<file path="config.mk">
export PLATFORM = sky130hd
export DESIGN_NAME = uart_tx_fifo
export DESIGN_NICKNAME = d
export VERILOG_FILES = /design/src/rtl/uart_pkg.sv /design/src/rtl/uart_tx_fifo.sv
export SDC_FILE = /design/constraint.sdc
export NUM_CORES = 1
export LEC_CHECK = 0
export ABC_CLOCK_PERIOD_IN_PS = 5170
export BUFFER_PORTS_ARGS = -buffer_cell sky130_fd_sc_hd__buf_2
export CAP_MARGIN = 20
export CORE_ASPECT_RATIO = 2
export CORE_MARGIN = 3
export CORE_UTILIZATION = 23
export DETAILED_ROUTE_END_ITERATION = 8
export GPL_TIMING_DRIVEN = 0
export PLACE_DENSITY = 0.38
export SLEW_MARGIN = 20
export SYNTH_ARGS = -nofsm -noshare
export SYNTH_HDL_FRONTEND = slang
export SYNTH_SLANG_ARGS = --single-unit
</file>
<file path="constraint.sdc">
create_clock -name clk_i -period 5.17 [get_ports clk_i]
set_input_delay 0.7755 -clock clk_i [delete_from_list [all_inputs] [get_ports clk_i]]
set_output_delay 0.7755 -clock clk_i [all_outputs]
set_load 0.02 [all_outputs]
</file>
<file path="src/rtl/uart_pkg.sv">
// Shared UART types and constants.
// Imported by the transmit-path blocks.
package uart_pkg;

  typedef logic [7:0] uart_byte_t;

  localparam int UART_TX_FIFO_DEPTH = 16;

  typedef struct packed {
    logic push;
    logic pop;
  } fifo_op_t;

  // A push needs room, a pop needs data;
  // both look only at registered flags.
  function automatic fifo_op_t fifo_op(
    input logic s_valid,
    input logic full,
    input logic m_ready,
    input logic empty
  );
    fifo_op_t op;
    op.push = s_valid && !full;
    op.pop  = m_ready && !empty;
    return op;
  endfunction

endpackage

</file>
<file path="src/rtl/uart_tx_fifo.sv">
// Byte FIFO between producer and UART tx.
// First-word-fall-through, registered flags.
module uart_tx_fifo
  import uart_pkg::*;
#(
  parameter int DEPTH = UART_TX_FIFO_DEPTH,
  parameter int WIDTH = 8
) (
  input  logic                     clk_i,
  input  logic                     rst_i,
  input  logic                     flush_i,
  input  logic                     s_valid_i,
  input  logic [WIDTH-1:0]         s_data_i,
  output logic                     s_ready_o,
  output logic                     m_valid_o,
  output logic [WIDTH-1:0]         m_data_o,
  input  logic                     m_ready_i,
  output logic [$clog2(DEPTH):0]   count_o,
  output logic                     full_o,
  output logic                     empty_o
);

  localparam int AW = $clog2(DEPTH);
  localparam int CW = AW + 1;
  localparam logic [CW-1:0] FULL_CNT = CW'(DEPTH);

  logic [WIDTH-1:0] mem_q [DEPTH];

  logic [AW-1:0] wr_ptr_q, wr_ptr_d;
  logic [AW-1:0] rd_ptr_q, rd_ptr_d;
  logic [CW-1:0] cnt_q, cnt_d;
  logic          full_q, full_d;
  logic          empty_q, empty_d;

  fifo_op_t op;

  // Handshakes qualified by registered flags.
  always_comb begin
    op = fifo_op(s_valid_i, full_q,
                 m_ready_i, empty_q);
  end

  // Pointer/counter next state; flush wins.
  always_comb begin
    wr_ptr_d = wr_ptr_q;
    rd_ptr_d = rd_ptr_q;
    cnt_d    = cnt_q;
    if (op.push) begin
      wr_ptr_d = wr_ptr_q + AW'(1);
    end
    if (op.pop) begin
      rd_ptr_d = rd_ptr_q + AW'(1);
    end
    unique case ({op.push, op.pop})
      2'b10:   cnt_d = cnt_q + CW'(1);
      2'b01:   cnt_d = cnt_q - CW'(1);
      default: cnt_d = cnt_q;
    endcase
    if (flush_i) begin
      wr_ptr_d = '0;
      rd_ptr_d = '0;
      cnt_d    = '0;
    end
    full_d  = (cnt_d == FULL_CNT);
    empty_d = (cnt_d == '0);
  end

  // Control registers; reset beats flush.
  always_ff @(posedge clk_i) begin
    if (rst_i) begin
      wr_ptr_q <= '0;
      rd_ptr_q <= '0;
      cnt_q    <= '0;
      full_q   <= 1'b0;
      empty_q  <= 1'b1;
    end else begin
      wr_ptr_q <= wr_ptr_d;
      rd_ptr_q <= rd_ptr_d;
      cnt_q    <= cnt_d;
      full_q   <= full_d;
      empty_q  <= empty_d;
    end
  end

  // Storage is not reset; writes dropped
  // when the same edge clears the FIFO.
  always_ff @(posedge clk_i) begin
    if (op.push && !flush_i && !rst_i) begin
      mem_q[wr_ptr_q] <= s_data_i;
    end
  end

  assign s_ready_o = !full_q;
  assign m_valid_o = !empty_q;
  assign m_data_o  = mem_q[rd_ptr_q];
  assign count_o   = cnt_q;
  assign full_o    = full_q;
  assign empty_o   = empty_q;

endmodule
</file>
==> results.json, run 1 <==
{
  "outcome": "complete, no violations",
  "fillers": 2510,
  "clkSinkCount": 147,
  "fmax_mhz": 286.0,
  "yosysTopAreaCellShare": 0.6524,
  "met2_usage": 0.2215,
  "mostFrequentLayoutCells": "128 x edfxtp_1, 40 x mux4_2, 30 x buf_2",
  "syn_area_um2": 5892,
  "yosys.area_share.simple": 0.04863,
  "grt_start_max_net_pins": 17,
  "drive_gt1_frac": 0.3251,
  "synthAdderAreaFrac": 0.01699,
  "clk_path_buf_depth": 2,
  "grt_pass1_vias": 3242,
  "reg2regPathDepth": 11,
  "irDropWorstVdd_uv": 161.0,
  "die_h_um": 232.4,
  "cts_root_buf": "clkbuf_16",
  "syn_to_final_growth_pct": 19.98,
  "whs_path_depth": 2,
  "hold_viol": 0,
  "drv_cap": 0,
  "gp_congestion": 0.7253,
  "fin_tns_setup_ps": 0,
  "met1_usage": 0.1039,
  "ys_types": 39,
  "timing.hold.ws_ps": 528.9,
  "post-cts-setup-buffers": 0,
  "die_w_um": 119.2,
  "netlist_top_cells_area": "edfxtp_1 65%, mux4_2 15%, dfxtp_1 6.5%, nor2_1 2.1%, ha_1 1.7%",
  "dp_hpwl_mm": 10.00,
  "period_minus_slack_ps": 3497,
  "period_share": 0.6764,
  "yosys_warnings": 0,
  "worstMarginPinSlew_ps": 908.4,
  "routed-via-count": 2938,
  "ant_nets": 0,
  "drtIter0Drc": 201,
  "ys_ff_latch": 147,
  "num_io_pins": 30,
  "drc": 0,
  "grt_pass1_wl_mm": 21.08,
  "clkLatencyLatePin_ps": 420,
  "p_total_uw": 2627,
  "design_area_um2": 7069,
  "grt_usage": 0.1100,
  "antenna_found_initial": 0,
  "ctsHoldBuffers": 0,
  "synth_edf_count": 128,
  "yosys.area.top_type": "edfxtp_1",
  "core-area_um2": 25140,
  "synth.net_count": 326,
  "floorplan.rows": 82,
  "cts.repair.resized": 0,
  "drt-pass1-iter-count": 5,
  "leakagePower_uw": 0.002209,
  "clk_pin_slew_ps": 60,
  "max_slew_margin": 0.3922,
  "hp-class": "register to register",
  "synthMuxAreaShare": 0.1599,
  "use_met3": 0.02462,
  "routed_wl_mm": 14.38,
  "synth_top_family_by_area": "multiplexers",
  "synth_xor_xnor_area_share": 0.01338,
  "synthFlopType": "edfxtp_1",
  "initial_core_util": 0.2344,
  "postSynthCellCount": 305,
  "synth-async-reset-ratio": 0,
  "start_kind": "register",
  "viasPerCell": 4.185,
  "seq_area_um2": 4224,
  "finalMaxSlewViolations": 0,
  "h-tree-depth": 4,
  "multi_input_area_um2": 1578,
  "hp-start": "rd_ptr_q[3]",
  "critPathMaxFanout": 10,
  "cts_tree": "done",
  "cts_made_buffers": 17,
  "nets": 374,
  "worstSetupEndpointType": "output pin",
  "clock_skew_ps": 7.514,
  "yosysSeqAreaShare": 0.7169,
  "synth_compound_area_frac": 0.02548,
  "setup_viol": 0,
  "die_area_um2": 27690,
  "cp.required_ps": 4390,
  "dpl-instance-area_um2": 6467,
  "power_density_nw_per_um2": 371.7,
  "grt_remaining_overflow": 0,
  "mostFrequentLayoutCell": "edfxtp_1",
  "worstPathArrival_ps": 2720,
  "crit_type": "register to output pin",
  "r2r-start": "full_o",
  "wire_per_inst_um": 20.49,
  "antennaDiodeCount": 0,
  "grt.busiest_layer": "met2",
  "rsz0062_at_grt": "false",
  "port_buffers": 29,
  "synth.avg_cell_area_um2": 19.32
}
-- flip-flops by register name, summed over array words and instances, names as in the netlist, named ones only --
signal and flops:
empty_o 1, mem_q 128, full_o 1, rd_ptr_q 4, wr_ptr_q 4, count_o 5
-- final cells by class --
type,instances,area share
buffer,16,0.01239
clock buffer,20,0.06177
clock inverter,12,0.02195
inverter,6,0.003186
multi-input combinational,136,0.2232
sequential,147,0.5975
tap,336,0.05947
timing repair buffer,29,0.02053
-- routing by layer --
metal  vias up  routed length (um)
met2        63                8828
met1      1542                4812
met5         -                   0
li1       1316                   -
met3        17                 437
met4         0                 303
-- kinds of logic after synthesis --
logic type | Yosys count
and+or+nand+nor | 58
buffers and inverters | 22
muxes | 44
AOI/OAI and AO/OA | 17
xor gates and xnor gates | 9
adders and majority gates | 8
DFF | 147
-- per-stage QoR --
stage | std cells | util | setup WS (ps)
detailed placement | 670 | 0.2573 | 1582
floorplan | 305 | - | 2040
global placement | 670 | 0.2569 | 1582
finish | 702 | 0.2812 | 1673
global route | 702 | 0.2812 | 1607
CTS | 702 | 0.2808 | 1596
-- worst paths after layout --
check,endpoint,slack (ps)
max,m_data_o[7],1670
min,register,530
max reg2reg,full_o,2150
min reg2reg,register,530
-- where the power goes --
group          internal, uW  total (uW)  switching [uW]
Combinational          30.4        84.4            54.0
Sequential             1290        1300            3.70
Clock                   759        1250             487
Total                  2080        2630             544
-- synth_stat cells, types with 2 or more instances --
cell type  number
edfxtp_1      128
mux4_2         40
nor2_1         33
dfxtp_1        19
ha_1            8
inv_1           6
nand2_1         6
xor2_1          6
a21oi_1         5
buf_1           5
buf_4           5
clkbuf_1        4
mux2i_1         3
nor2b_1         3
nor3b_1         3
xnor2_1         3
and2_1          2
nand3b_1        2
nand4_1         2
o21ai_0         2
o41ai_1         2
-- worst max-delay path, cell delays in order, from the launching register on --
cell and delay (ps):
dfxtp_1 440, buf_1 710, mux4_2 460, mux4_2 500
buf_2 180
Note: power is estimated with default switching activity, not from simulation.
==> inputs of run 2 (changes only) <==
Settings changed: ABC_CLOCK_PERIOD_IN_PS 5170 to 3190, PLACE_DENSITY 0.38 to 0.39.
Clock period 5.17 ns to 3.19 ns, I/O delays scaled along.
==> run 2 against run 1 <==
Utilization is 0.36 points lower; sequential cell count stayed put; count of clock-buffer cells in the layout is 2 lower; largest cell class unchanged; highest routed layer unchanged.
==> results.json, run 2 (synthesized netlist as in run 1, its figures left out) <==
{
  "finalMaxSlewViolations": 0,
  "power_frac_seq": 0.528,
  "routed_wl_mm": 13.40,
  "cp.required_ps": 2710,
  "cpLargestDelayFamily": "multiplexers",
  "post-place-cells": 670,
  "hp-class": "input port to register",
  "final_cells": 701,
  "whs_path_depth": 3,
  "hold_viol": 0,
  "max_slew_margin": 0.3596,
  "grt_remaining_overflow": 0,
  "p_sw_frac": 0.2139,
  "antennaDiodeCount": 0,
  "routed.top_layer": "met4",
  "cts_tree": "done",
  "dp_hpwl_mm": 9.707,
  "syn_to_final_growth_pct": 18.43,
  "fmax_mhz": 329.3,
  "start_kind": "register",
  "finish.utilization": 0.2776,
  "hp-start": "rst_i",
  "crit_type": "register to output pin",
  "grt_start_max_net_pins": 17,
  "clk_path_buf_depth": 2,
  "initial_core_util": 0.2344,
  "worstSetupEndpointType": "output pin",
  "r2r-start": "full_o",
  "setup_viol": 0,
  "antenna_found_initial": 0,
  "worstPathArrival_ps": 2560,
  "cp_slowest_cell": "buf_1",
  "met2_length_mm": 8.338,
  "die_w_um": 119.2,
  "critPathMaxFanout": 10,
  "power_density_nw_per_um2": 570.6,
  "dr_wl_met3_um": 424,
  "grt_usage": 0.1043,
  "period_share": 0.9520,
  "intPower_uw": 3130,
  "drv_cap": 0,
  "floorplan.rows": 82,
  "design_area_um2": 6978,
  "ant_nets": 0,
  "grt_pass1_vias": 3230,
  "dpl-instance-area_um2": 6457,
  "post-cts-setup-buffers": 0,
  "clockPowerShare": 0.438,
  "largest-register": "mem_q",
  "clock_skew_ps": 5.356,
  "wire_per_inst_um": 19.11,
  "mostFrequentLayoutCells": "128 x edfxtp_1, 40 x mux4_2, 33 x nor2_1",
  "drive_gt1_frac": 0.3123,
  "period_minus_slack_ps": 3037,
  "port_buffers": 29,
  "p_sw_uw": 851.5,
  "h-tree-depth": 4,
  "clkLatencyLatePin_ps": 420,
  "ctsHoldBuffers": 0,
  "drc": 0,
  "cts_root_buf": "clkbuf_16",
  "cts_made_buffers": 17,
  "num_io_pins": 30,
  "clk_pin_slew_ps": 60,
  "grt_pass1_wl_mm": 20.17,
  "gp_congestion": 0.6953,
  "outcome": "complete, no violations",
  "r2r_slack_ps": 380,
  "routed-via-count": 2903,
  "power_frac_comb": 0.034,
  "rr_endpoint": "full_o",
  "min_to": "empty_o",
  "clkSinkCount": 147,
  "irDropWorstVdd_uv": 260.2,
  "reg2regPathDepth": 11,
  "nets": 374,
  "viasPerCell": 4.141,
  "cp_cell_sequence": "buf_1, mux4_2, mux4_2, buf_2",
  "die_h_um": 232.4,
  "wl_met1_mm": 4.292,
  "drt-pass1-iter-count": 4,
  "core-area_um2": 25140,
  "worstMarginPinSlew_ps": 957.0,
  "largest_reg_flops": 128,
  "drtIter0Drc": 168,
  "mostFrequentLayoutCell": "edfxtp_1",
  "cp.buffers_inverters": 2,
  "rsz0062_at_grt": "false",
  "slowest_delay_ps": 580,
  "path_common_cell": "mux4_2",
  "die_area_um2": 27690,
  "leakagePower_uw": 0.002191
}
[run 2: worst max path at each step]
stage,from,endpoint,slack (ps),cells after the start
after detailed placement,s_valid_i,full_o,-90,12
after global placement,s_valid_i,full_o,-110,12
after floorplan,s_valid_i,full_o,360,11
after global routing,register,m_data_o[0],80,4
final,register,m_data_o[0],150,4
after CTS,register,m_data_o[7],50,4
[run 2: cell type report]
| type | count | area, um2 |
|---|---|---|
| buffer | 16 | 91.34 |
| tap | 336 | 420.4 |
| sequential | 147 | 4224 |
| inverter | 6 | 22.52 |
| timing repair buffer | 29 | 145.1 |
| fill | 2521 | 18160 |
| clock inverter | 13 | 87.58 |
| multi-input combinational | 136 | 1558 |
| clock buffer | 18 | 429.2 |
[run 2: what timing repair did]
| action | in CTS | in global routing |
|---|---|---|
| endpoints found under the hold margin | 0 | 0 |
| resized for setup | 1 | 3 |
| endpoints found under the setup margin | 1 | 3 |
[run 2: routing by layer]
| layer | GRT usage | up-vias |
|---|---|---|
| li1 | - | 1314 |
| met1 | 0.09214 | 1522 |
| met2 | 0.2116 | 53 |
| met3 | 0.02584 | 14 |
| met4 | 0.05005 | 0 |
| met5 | 0 | - |
[run 2: power groups by stage]
stage	Combinational [uW]	Sequential (uW)	Clock, uW
2_1_floorplan	74.8	2150	0
4_1_cts	142	2100	1800
3_5_place_dp	141	2140	0
6_report	137	2100	1740
3_3_place_gp	138	2140	0
5_1_grt	152	2100	1870
[run 2: metrics by stage]
step / setup TNS [ps] / worst slack [ps] / hold slack, ps / power (uW)
after global placement: -109.1 / -109.1 / 519.9 / 2281
after detailed placement: -85.24 / -85.24 / 546.8 / 2285
after global routing: 0 / 80.27 / 354.1 / 4126
after floorplan: 0 / 356.7 / 484.7 / 2220
after CTS: 0 / 51.28 / 321.3 / 4049
final: 0 / 153.2 / 335.8 / 3981
[run 2: worst min-delay path, stage by stage]
cell	delay, ps
buf_2	80
nor2_1	90
o41ai_2	70
==> inputs of run 3 (changes only) <==
Settings changed: RECOVER_POWER from default to 100.
==> run 3 against run 2 <==
Die area unchanged; final area is 0.41% lower; fmax shrank 0.17%; clock skew up 1.1 ps; via count is 0.24% lower; final cell count unchanged; combinational power down 3%; critical endpoint unchanged; largest cell class unchanged.
==> results.json, run 3 (synthesized netlist as in run 1, its figures left out) <==
{
  "start_kind": "register",
  "routed_wl_mm": 13.42,
  "drive_gt1_frac": 0.2521,
  "antennaDiodeCount": 0,
  "path_common_cell": "mux4_2",
  "clkLatencyLatePin_ps": 420,
  "cp_slowest_cell": "clkbuf_1",
  "largest-register": "mem_q",
  "period_share": 0.9536,
  "drt-pass1-iter-count": 4,
  "setup_viol": 0,
  "intPower_uw": 3126,
  "outcome": "complete, no violations",
  "worstSetupEndpointType": "output pin",
  "die_area_um2": 27690,
  "ant_nets": 0,
  "ctsHoldBuffers": 0,
  "cp.required_ps": 2710,
  "mostFrequentLayoutCell": "edfxtp_1",
  "p_sw_uw": 853.9,
  "power_density_nw_per_um2": 572.7,
  "crit_type": "register to output pin",
  "drc": 0,
  "p_sw_frac": 0.2146,
  "cts_made_buffers": 17,
  "r2r-start": "full_o",
  "cp_cell_sequence": "clkbuf_1, mux4_2, mux4_2, clkbuf_2",
  "seq_area_um2": 4224,
  "nets": 374,
  "grt_start_max_net_pins": 17,
  "mostFrequentLayoutCells": "128 x edfxtp_1, 40 x mux4_2, 33 x nor2_1",
  "cpLargestDelayFamily": "multiplexers",
  "clock_skew_ps": 6.444,
  "multi_input_area_um2": 1558,
  "worst_slack_ps": 148.1,
  "fmax_mhz": 328.7,
  "irDropWorstVdd_uv": 260.5,
  "drv_cap": 0,
  "grt_usage": 0.1043,
  "floorplan.rows": 82,
  "cts_root_buf": "clkbuf_16",
  "largest_reg_flops": 128,
  "cts_tree": "done",
  "hold_viol": 0,
  "critPathMaxFanout": 10,
  "gp_congestion": 0.6953,
  "cp.buffers_inverters": 2,
  "period_minus_slack_ps": 3042,
  "clockPowerShare": 0.438,
  "port_buffers": 29,
  "finish.utilization": 0.2765,
  "worstPathArrival_ps": 2560,
  "routed-via-count": 2896,
  "clk_path_buf_depth": 2,
  "slowest_delay_ps": 590,
  "leakagePower_uw": 0.002124,
  "dp_slack_ps": -85.24,
  "die_h_um": 232.4,
  "h-tree-depth": 4,
  "power_frac_comb": 0.033,
  "grt_pass1_wl_mm": 20.17,
  "wire_per_inst_um": 19.14,
  "hp-class": "input port to register",
  "antenna_found_initial": 0,
  "hp-start": "rst_i",
  "max_slew_margin": 0.3599,
  "finalMaxSlewViolations": 0,
  "power_frac_seq": 0.528,
  "clkSinkCount": 147,
  "grt_pass1_vias": 3230,
  "rsz0062_at_grt": "false",
  "syn_to_final_growth_pct": 17.94,
  "drtIter0Drc": 158,
  "die_w_um": 119.2,
  "grt_remaining_overflow": 0,
  "fillers": 2526,
  "viasPerCell": 4.131,
  "clk_pin_slew_ps": 60,
  "initial_core_util": 0.2344,
  "dp_hpwl_mm": 9.707,
  "num_io_pins": 30,
  "worstMarginPinSlew_ps": 956.7,
  "core-area_um2": 25140
}
[run 3: cell types whose count changed in the layout (fill, tap and decap cells not counted)]
cell / before / now
buf_4: 5 / 4
and2_0: 0 / 1
clkbuf_2: 2 / 5
buf_2: 31 / 8
and2_1: 2 / 1
buf_1: 3 / 2
mux2_1: 0 / 1
mux2_2: 1 / 0
clkbuf_1: 4 / 26
[run 3: cell type report]
class,count,share of cell area
well taps,336,0.06050
multi-input cells,136,0.2242
clock inverters,13,0.01260
repair buffers,29,0.01728
plain buffers,16,0.01260
clock buffers,18,0.06176
inverters,6,0.003241
flip-flops and latches,147,0.6079
[run 3: worst min-delay path, delay by kind of cell]
| kind | cells | cell delay, ps |
|---|---|---|
| simple gates | 1 | 90 |
| buf+inv | 1 | 80 |
| compound gates | 1 | 70 |
[run 3: worst paths after layout]
kind	to	slack, ps	cells after the start
worst max register to register	full_o	380	11
worst max-delay path	m_data_o[0]	150	4
worst min register to register	rd_ptr_q[3]	560	2
worst min-delay path	empty_o	340	3
[run 3: layer usage]
metal / GRT usage / part of all wire / wire length, um
met5: 0 / 0 / 0
met4: 0.05005 / 0.020 / 269
met3: 0.02584 / 0.031 / 416
met2: 0.2116 / 0.63 / 8397
met1: 0.09214 / 0.32 / 4332
[run 3: per-stage QoR]
stage | cells | power (uW) | cell area (um2) | TNS [ps] | hold WS (ps)
after detailed placement | 670 | 2285 | 6457 | -85.24 | 546.8
after floorplan | 305 | 2220 | 5892 | 0 | 484.7
after global routing | 701 | 4123 | 6949 | 0 | 354.9
final | 701 | 3980 | 6949 | 0 | 336.4
after global placement | 670 | 2281 | 6457 | -109.1 | 519.9
after CTS | 701 | 4049 | 6975 | 0 | 321.3
[run 3: power groups by stage]
stage / clock network (uW) / logic [uW] / registers (uW)
finish: 1740 / 133 / 2100
global route: 1870 / 147 / 2100
CTS: 1800 / 142 / 2100
detailed placement: 0 / 141 / 2140
global placement: 0 / 138 / 2140
floorplan: 0 / 74.8 / 2150
[run 3: timing repair]
item	CTS	global route
endpoints found under the setup margin	1	3
cloned	0	0
gates resized for setup	1	3
setup buffers	0	0
